$ cat src/rtl/dsp_mac_seq_pkg.sv
// dsp_mac_seq shared types: sequencer states and slice OPMODE codes.
// Imported by the sequencer top and its bench.
package dsp_mac_seq_pkg;

  typedef enum logic [1:0] {
    IDLE  = 2'd0,
    ISSUE = 2'd1,
    DRAIN = 2'd2,
    DONE  = 2'd3
  } state_t;

  localparam logic [7:0] OPM_IDLE  = 8'h00;
  localparam logic [7:0] OPM_FIRST = 8'h01;
  localparam logic [7:0] OPM_ACC   = 8'h09;

endpackage

$ cat src/rtl/dsp_mac_seq_if.sv
// dsp_mac_seq job/operand/result handshakes.
// master = requester side, slave = sequencer side.
interface dsp_mac_seq_if #(
  parameter int LEN_W = 8
);

  logic               job_valid;
  logic               job_ready;
  logic [LEN_W-1:0]   job_len;
  logic               s_valid;
  logic               s_ready;
  logic signed [17:0] s_a;
  logic signed [17:0] s_b;
  logic               r_valid;
  logic               r_ready;
  logic [47:0]        r_data;
  logic               r_carry;

  modport master (
    output job_valid, job_len,
    output s_valid, s_a, s_b,
    output r_ready,
    input  job_ready, s_ready,
    input  r_valid, r_data, r_carry
  );

  modport slave (
    input  job_valid, job_len,
    input  s_valid, s_a, s_b,
    input  r_ready,
    output job_ready, s_ready,
    output r_valid, r_data, r_carry
  );

endinterface

$ cat src/rtl/dsp_mac_skew.sv
// 1-bit delay line of STAGES registers, sync reset.
// Aligns the first-term flag with the slice OPMODE register.
module dsp_mac_skew #(
  parameter int STAGES = 1
) (
  input  logic clk,
  input  logic rst,
  input  logic d,
  output logic q
);

  if (STAGES == 0) begin : g_pass
    assign q = d;
  end else begin : g_line
    logic [STAGES-1:0] sr;

    // shift the flag one stage per cycle
    always_ff @(posedge clk) begin
      if (rst) sr <= '0;
      else     sr <= (sr << 1) | STAGES'(d);
    end

    assign q = sr[STAGES-1];
  end

endmodule

$ cat src/rtl/dsp_mac_seq.sv
// dsp_mac_seq: sequences A*B terms through a DSP slice and returns the sum.
// Optional busy-cycle counter: define MAC_SEQ_PERF_EN.
module dsp_mac_seq
  import dsp_mac_seq_pkg::*;
#(
  parameter int P_LAT   = 3,
  parameter int OP_SKEW = 1,
  parameter int LEN_W   = 8
) (
  input  logic        clk,
  input  logic        RST,
  dsp_mac_seq_if.slave bus,
  output logic [17:0] dsp_a,
  output logic [17:0] dsp_b,
  output logic [47:0] dsp_c,
  output logic [17:0] dsp_d,
  output logic        dsp_carryin,
  output logic [7:0]  dsp_opmode,
  output logic        dsp_ce,
  output logic        dsp_rst,
  input  logic [47:0] dsp_p,
  input  logic        dsp_carryout,
  output logic [15:0] busy_cycles
);

  localparam int DW = (P_LAT > 1) ? $clog2(P_LAT) : 1;

  state_t           st;
  logic [LEN_W-1:0] len_q;
  logic [LEN_W-1:0] cnt;
  logic [LEN_W-1:0] cnt_nx;
  logic [DW-1:0]    dcnt;
  logic             take;
  logic             last;
  logic             first;
  logic             first_d;
  logic             drain_end;
  logic [47:0]      acc_q;
  logic             carry_q;

  assign bus.job_ready = (st == IDLE) && !RST;
  assign bus.s_ready   = (st == ISSUE) && !RST;
  assign bus.r_valid   = (st == DONE) && !RST;
  assign bus.r_data    = acc_q;
  assign bus.r_carry   = carry_q;

  assign take      = bus.s_valid && bus.s_ready;
  assign cnt_nx    = cnt + LEN_W'(1);
  assign last      = take && (cnt_nx == len_q);
  assign first     = take && (cnt == '0);
  assign drain_end = (st == DRAIN) && (dcnt == DW'(P_LAT - 1));

  // idle cycles in ISSUE feed zero operands, i.e. a zero term
  assign dsp_a       = take ? bus.s_a : '0;
  assign dsp_b       = take ? bus.s_b : '0;
  assign dsp_c       = '0;
  assign dsp_d       = '0;
  assign dsp_carryin = 1'b0;
  assign dsp_rst     = RST;
  assign dsp_ce      = ((st == ISSUE) || (st == DRAIN)) && !RST;

  dsp_mac_skew #(
    .STAGES (OP_SKEW)
  ) u_skew (
    .clk (clk),
    .rst (RST),
    .d   (first),
    .q   (first_d)
  );

  // first term restarts the sum, later ones accumulate onto P
  always_comb begin
    dsp_opmode = OPM_IDLE;
    if (dsp_ce) dsp_opmode = first_d ? OPM_FIRST : OPM_ACC;
  end

  // job sequencer: accept, issue terms, wait out slice latency, hold result
  always_ff @(posedge clk) begin
    if (RST) begin
      st      <= IDLE;
      len_q   <= '0;
      cnt     <= '0;
      dcnt    <= '0;
      acc_q   <= '0;
      carry_q <= 1'b0;
    end else begin
      unique case (st)
        IDLE: begin
          if (bus.job_valid) begin
            len_q <= bus.job_len;
            cnt   <= '0;
            if (bus.job_len == '0) begin
              acc_q   <= '0;
              carry_q <= 1'b0;
              st      <= DONE;
            end else begin
              st <= ISSUE;
            end
          end
        end
        ISSUE: begin
          if (take) begin
            cnt <= cnt_nx;
            if (last) begin
              dcnt <= '0;
              st   <= DRAIN;
            end
          end
        end
        DRAIN: begin
          if (drain_end) begin
            acc_q   <= dsp_p;
            carry_q <= dsp_carryout;
            st      <= DONE;
          end else begin
            dcnt <= dcnt + DW'(1);
          end
        end
        DONE: begin
          if (bus.r_ready) st <= IDLE;
        end
        default: st <= IDLE;
      endcase
    end
  end

`ifdef MAC_SEQ_PERF_EN
  logic [15:0] busy_q;

  // count active slice cycles of the current job, saturating
  always_ff @(posedge clk) begin
    if (RST)
      busy_q <= '0;
    else if ((st == IDLE) && bus.job_valid)
      busy_q <= '0;
    else if (dsp_ce && (busy_q != 16'hFFFF))
      busy_q <= busy_q + 16'd1;
  end

  assign busy_cycles = busy_q;
`else
  assign busy_cycles = '0;
`endif

endmodule

$ cat src/flat_wrapper.sv
// flat-port wrapper written by rule: the top's interface ports become plain ports
module dsp_mac_seq_flat import dsp_mac_seq_pkg::*;
#(
  parameter int P_LAT   = 3,
  parameter int OP_SKEW = 1,
  parameter int LEN_W   = 8
)
  (clk, RST, dsp_a, dsp_b, dsp_c, dsp_d, dsp_carryin, dsp_opmode, dsp_ce, dsp_rst, dsp_p, dsp_carryout, busy_cycles, bus_job_valid, bus_job_len, bus_s_valid, bus_s_a, bus_s_b, bus_r_ready, bus_job_ready, bus_s_ready, bus_r_valid, bus_r_data, bus_r_carry);
  dsp_mac_seq_if #(.LEN_W(LEN_W)) bus_i ();
  input  logic clk;
  input  logic RST;
  output logic [17:0] dsp_a;
  output logic [17:0] dsp_b;
  output logic [47:0] dsp_c;
  output logic [17:0] dsp_d;
  output logic dsp_carryin;
  output logic [7:0] dsp_opmode;
  output logic dsp_ce;
  output logic dsp_rst;
  input  logic [47:0] dsp_p;
  input  logic dsp_carryout;
  output logic [15:0] busy_cycles;
  input wire logic [$bits(bus_i.job_valid)-1:0] bus_job_valid;
  input wire logic [$bits(bus_i.job_len)-1:0] bus_job_len;
  input wire logic [$bits(bus_i.s_valid)-1:0] bus_s_valid;
  input wire logic [$bits(bus_i.s_a)-1:0] bus_s_a;
  input wire logic [$bits(bus_i.s_b)-1:0] bus_s_b;
  input wire logic [$bits(bus_i.r_ready)-1:0] bus_r_ready;
  output wire logic [$bits(bus_i.job_ready)-1:0] bus_job_ready;
  output wire logic [$bits(bus_i.s_ready)-1:0] bus_s_ready;
  output wire logic [$bits(bus_i.r_valid)-1:0] bus_r_valid;
  output wire logic [$bits(bus_i.r_data)-1:0] bus_r_data;
  output wire logic [$bits(bus_i.r_carry)-1:0] bus_r_carry;
  assign bus_i.job_valid = bus_job_valid;
  assign bus_i.job_len = bus_job_len;
  assign bus_i.s_valid = bus_s_valid;
  assign bus_i.s_a = bus_s_a;
  assign bus_i.s_b = bus_s_b;
  assign bus_i.r_ready = bus_r_ready;
  assign bus_job_ready = bus_i.job_ready;
  assign bus_s_ready = bus_i.s_ready;
  assign bus_r_valid = bus_i.r_valid;
  assign bus_r_data = bus_i.r_data;
  assign bus_r_carry = bus_i.r_carry;
  dsp_mac_seq #(.P_LAT(P_LAT), .OP_SKEW(OP_SKEW), .LEN_W(LEN_W)) u_core (.clk(clk), .RST(RST), .bus(bus_i), .dsp_a(dsp_a), .dsp_b(dsp_b), .dsp_c(dsp_c), .dsp_d(dsp_d), .dsp_carryin(dsp_carryin), .dsp_opmode(dsp_opmode), .dsp_ce(dsp_ce), .dsp_rst(dsp_rst), .dsp_p(dsp_p), .dsp_carryout(dsp_carryout), .busy_cycles(busy_cycles));
endmodule
$ cat config.mk
export PLATFORM = sky130hd
export DESIGN_NAME = dsp_mac_seq_flat
export DESIGN_NICKNAME = d
export VERILOG_FILES = /design/src/rtl/dsp_mac_seq_pkg.sv /design/src/rtl/dsp_mac_seq_if.sv /design/src/rtl/dsp_mac_skew.sv /design/src/rtl/dsp_mac_seq.sv /design/src/flat_wrapper.sv
export SDC_FILE = /design/constraint.sdc
export NUM_CORES = 1
export LEC_CHECK = 0
export CORE_MARGIN = 5
export CORE_UTILIZATION = 35
export DETAILED_ROUTE_END_ITERATION = 10
export PLACE_DENSITY = 0.84
export SLEW_MARGIN = 40
export SYNTH_ARGS = -nofsm -noshare
export SYNTH_HDL_FRONTEND = slang
export SYNTH_SLANG_ARGS = --single-unit
$ cat constraint.sdc
create_clock -name clk -period 3.5 [get_ports clk]
set_clock_uncertainty 0.2 [all_clocks]
set_input_delay 0.7 -clock clk [delete_from_list [all_inputs] [get_ports clk]]
set_output_delay 0.7 -clock clk [all_outputs]
set_load 0.02 [all_outputs]
# After elaboration in Yosys (flattened, before gate mapping)
# Index checks and enable logic that the tools add are counted.
# word_totals
input_bits	98
reg_bits	70
ram_bits	0
memories	0
latchBits	0
output_inout_bits	181
mem_bits_ro	0
wordCells	68
# op_classes
bitwise_logic	0
shift	0
magnitude_cmp	0
n_eq_ne	12
n_addsub	2
div	0
n_reduce_logical	21
muxes	26
n_mul	0
# op_table
op	count
two-way mux 48 bit	3
one-hot mux 48 bit (2 select lines)	1
two-way mux 18 bit	2
two-way mux 8 bit	3
two-way mux 2 bit	9
logical NOT 8 bit	2
one-hot mux 8 bit (2 select lines)	1
adder 8 x 1 -> 8 bit (second input constant)	1
== test 8 bit	1
logical AND 1 bit	8
inequality test 2 bit (second input constant)	4
one-hot mux 2 bit (4 select lines)	1
AND reduction 4 bit	2
== test 2 bit (second input constant)	3
inequality test 2 x 1 -> 1 bit (second input constant)	3
nonzero test 2 bit	3
AND reduction 5 bit	1
two-way mux 4 bit	1
one-hot mux 2 bit (2 select lines)	1
two-way mux 1 bit	3
AND reduction 3 bit	1
adder 2 x 1 -> 2 bit (second input constant)	1
== test 2 x 1 -> 1 bit (second input constant)	1
logical NOT 2 bit	1
4 further kinds	4

# Longest topological paths before layout
# logic_depth
word_depth	7
ltp_mapped	9
ltp_nobuf	8

# Cells and area by module
# From an unflattened synthesis, not the netlist that was laid out.
# hier_totals
cells_unflattened	521
area_unflattened_um2	4036.4
# modules_own_cells
mod	seq_area_each_um2	area_each_um2	cells_each	n_inst
dsp_mac_seq	1381.3	4002.6	519	1
dsp_mac_skew	20.0	33.8	2	1

# Worst setup path after synthesis
# OpenSTA, ideal clock, no wires.
# synth_path
path_type	reg-to-output
start	register u_core.st[1]
end	output dsp_a[10]
required_ps	2600
arrival_ps	1996
path_stages_with_launch	9
slack_ps	604
path_buffers	3
cell_sequence	dfxtp_1 > inv_1 > ha_1 > clkbuf_1 > inv_1 > nor2_1 > clkbuf_1 > clkbuf_1 > and3_1
# synth_between
elab_chain_cells	4
# synth_lines
item	line_no	text
start: declaration	dsp_mac_seq.sv:28	state_t st;
start signal: assignment	dsp_mac_seq.sv:80	st <= IDLE;
start signal: assignment	dsp_mac_seq.sv:95	st <= DONE;
start signal: assignment	dsp_mac_seq.sv:97	st <= ISSUE;
== test 2 x 1 -> 1 bit	dsp_mac_seq.sv:42	assign bus.s_ready = (st == ISSUE) && !RST;
logical AND 1 bit	dsp_mac_seq.sv:42	
named net bus_s_ready	flat_wrapper.sv:30	output wire logic [$bits(bus_i.s_ready)-1:0] bus_s_ready;
logical AND 1 bit	dsp_mac_seq.sv:47	assign take = bus.s_valid && bus.s_ready;
two-way mux 18 bit	dsp_mac_seq.sv:54	assign dsp_a = take ? bus.s_a : '0;
end: declaration	flat_wrapper.sv:12	output logic [17:0] dsp_a;
# The timed path passes the listed nets, and every way through them passes these cells.

# Worst setup path after layout
# layout_path
start	input bus_s_valid
end	output dsp_b[3]
# layout_between
elab_chain_cells	2
# layout_lines
item	line_no	text
start: declaration	flat_wrapper.sv:25	input wire logic [$bits(bus_i.s_valid)-1:0] bus_s_valid;
logical AND 1 bit	dsp_mac_seq.sv:47	
two-way mux 18 bit	dsp_mac_seq.sv:55	assign dsp_b = take ? bus.s_b : '0;
end: declaration	flat_wrapper.sv:13	output logic [17:0] dsp_b;
# Every way passes these cells.

==> impl_metrics.py <==
metrics = {
    "final_layout": {
        "drive_gt1_frac": 0.0638,
        "fin_nets": 759,
        "layout.cells.non_filler": 798,
        "area_growth_pct": 51.0,
        "diodes": 0,
        "fillCellCount": 944,
        "final_core_util": 0.542,
    },
    "floorplan": {
        "dieArea_mm2": 0.0134,
        "io_pins": 279,
        "die_h_um": 116,
        "start_util": 0.359,
        "row_count": 38,
        "core_mm2": 0.0109,
        "die_w_um": 116,
    },
    "placement": {
        "place_hpwl_mm": 9.73,
        "numPortBuffers": 189,
        "routabilityCongestion": 0.916,
        "place_inst": 783,
        "pre_cts_ws_ns": 0.236,
    },
    "clock_tree": {
        "clockRootBuffer": "clkbuf_16",
        "post_cts_buffers": 0,
        "clkTransAtPathRegs_ns": 0.06,
        "cts_hold_buf": 0,
        "cts_tree": "built",
        "cts.sinks": 70,
        "htreeDepth": 3,
        "cts_resized": 0,
        "cts_made_buffers": 9,
        "clk_latency_ns": 0.34,
        "clock_tree.buffer_depth": 2,
    },
    "hold_path": {
        "hold_path_class": "flop to flop",
        "hold_depth": 2,
    },
    "power_and_ir_drop": {
        "fin_total_pwr_mw": 2.97,
        "ir_worst_vdd_v": 0.000372,
        "seq_power_share": 0.299,
        "switching_share": 0.360,
        "intPower_mw": 1.90,
        "power_switching_mw": 1.07,
        "power_density_mw_per_mm2": 500,
        "p_leak_nw": 2.44,
        "clockPowerShare": 0.314,
        "p_comb_frac": 0.387,
    },
    "status": {
        "run_status": "completed",
    },
    "route": {
        "drc": 0,
        "drt_iter0_markers": 279,
        "drt-vias-per-instance": 4.86,
        "wire_per_inst_um": 15.9,
        "antenna_left": 0,
        "vias": 3879,
        "dr.pass1.iters": 5,
        "totalWireLength_mm": 12.7,
    },
    "timing": {
        "min_period_ns": 3.24,
        "rsz0062_at_grt": "false",
        "fin_tns_setup_ns": 0,
        "slew_headroom": 0.635,
        "fin_ws_ns": 0.261,
        "fmax_mhz": 309,
        "fin_crit_sh": 0.926,
        "worst_slew_pin_slew_ns": 0.543,
        "setup_viol": 0,
        "hold_violations": 0,
        "slew_violations": 0,
    },
    "yosys": {
        "syn_area_mm2": 0.00393,
        "synth_cell_types": 47,
        "synthArstFlopShare": 0,
        "yosys.area.top_type": "dfxtp_1",
        "yosys-top-cells-count": "buf_4, dfxtp_1, nor2_1",
        "synth_most_common_cell": "buf_4",
        "ys_ff_latch": 70,
        "synth_warnings": 0,
        "synth_cells": 481,
        "synthFlopType": "dfxtp_1",
        "seq_area_frac_synth": 0.357,
        "synth-edff-count": 0,
        "synth.area.top_cells": "dfxtp_1, buf_4, a22oi_1, nor2_1, and3_1",
        "avgSynthCellArea_um2": 8.17,
        "yosysTopAreaCellShare": 0.357,
    },
    "global_routing": {
        "antenna_found_initial": 0,
        "met1_usage": 0.195,
        "grt_use_total": 0.181,
        "grt_pass1_wl_mm": 19.3,
        "grtUsageMet3": 0.0836,
        "grt_util_met2": 0.306,
        "grt_max_degree": 50,
        "grt_pass1_vias": 3778,
        "grt_overflow": 0,
        "grt-busiest-layer": "met2",
    },
    "critical_path": {
        "cp-end-kind": "output pin",
        "cp.arrival_ns": 2.34,
        "worstPathMaxFanout": 29,
        "required_ns": 2.60,
        "path_class": "primary input to output pin",
        "crit_path_start_kind": "primary input",
        "r2r_cells": 7,
    },
    "job": {
        "drv_cap": 0,
    },
}
[kinds of logic (layout without fill, tap and decap cells)]
group | Yosys count | after routing | synth area share
other | 1 | 89 | 0.000955
adder cells (fa/ha/maj) | 7 | 7 | 0.0223
flip-flops | 70 | 70 | 0.357
AO/OA/AOI/OAI | 95 | 95 | 0.169
XOR/XNOR | 11 | 11 | 0.0245
buffers and inverters | 134 | 223 | 0.216
AND/OR/NAND/NOR | 163 | 163 | 0.211
[final cells by class]
cell class | instances | area, um^2 | share of cell area
well taps | 140 | 175 | 0.0295
multi-input cells | 365 | 2020 | 0.341
clock inverters | 3 | 42.5 | 0.00717
clock buffers | 12 | 267 | 0.0449
inverters | 8 | 30.0 | 0.00506
flip-flops and latches | 70 | 1400 | 0.236
repair buffers | 200 | 1990 | 0.336
[routing by layer]
metal / vias to the layer above / routed length [um]
li1: 1823 / -
met1: 1820 / 4590
met2: 211 / 6230
met3: 25 / 1550
met4: 0 / 325
met5: - / 0
[worst max-delay path: stages]
cell	delay [ns]
clkdlybuf4s50_1	0.65
buf_12	0.20
and3_1	0.17
clkdlybuf4s50_1	0.61
[sequential cells by signal (all words and copies together), names as in the netlist]
name,cells
u_core.bus.r_data,48
u_core.cnt,8
u_core.len_q,8
u_core.dcnt,2
u_core.st,2
u_core.bus.r_carry,1
u_core.u_skew.q,1
[placed cells by master, fill, tap and decap left out, types with 2 or more instances in the layout]
cell,n
a211oi_1,3
a21o_1,5
a21oi_1,20
a22oi_1,49
and3_1,37
and4_2,2
buf_12,2
buf_4,9
clkbuf_16,9
clkbuf_8,3
clkdlybuf4s50_1,188
conb_1,89
dfxtp_1,70
ha_1,7
inv_1,8
nand2_1,18
nand3_1,11
nor2_1,65
nor2b_1,3
nor3_1,5
nor4_1,5
o211ai_1,2
o21ai_0,7
or3_1,2
or3_2,2
xnor2_1,7
xor2_1,4
[metrics by stage]
step / hold WS, ns / instance area [um^2]
floorplan: 0.248 / 4260
global placement: 0.264 / 5620
detailed placement: 0.279 / 5620
CTS: 0.287 / 5930
global route: 0.303 / 5930
finish: 0.285 / 5930
[power groups by stage]
stage                     registers [mW]  clock network, mW  logic [mW]
after global placement             0.897                  0        1.10
after global routing               0.889              0.984        1.25
after detailed placement           0.900                  0        1.13
after CTS                          0.885              0.940        1.15
final                              0.886              0.932        1.15
after floorplan                    0.901                  0       0.798
[path summary, 6_finish.rpt]
path                                   endpoint  slack [ns]             from
worst max-delay path                   dsp_b[3]        0.26      bus_s_valid
worst min-delay path            u_core.len_q[6]        0.28  u_core.len_q[6]
worst max register to register     u_core.st[1]        0.67    u_core.cnt[0]
worst min register to register  u_core.len_q[6]        0.28  u_core.len_q[6]
No activity file was read; power rests on OpenSTA's default activity.
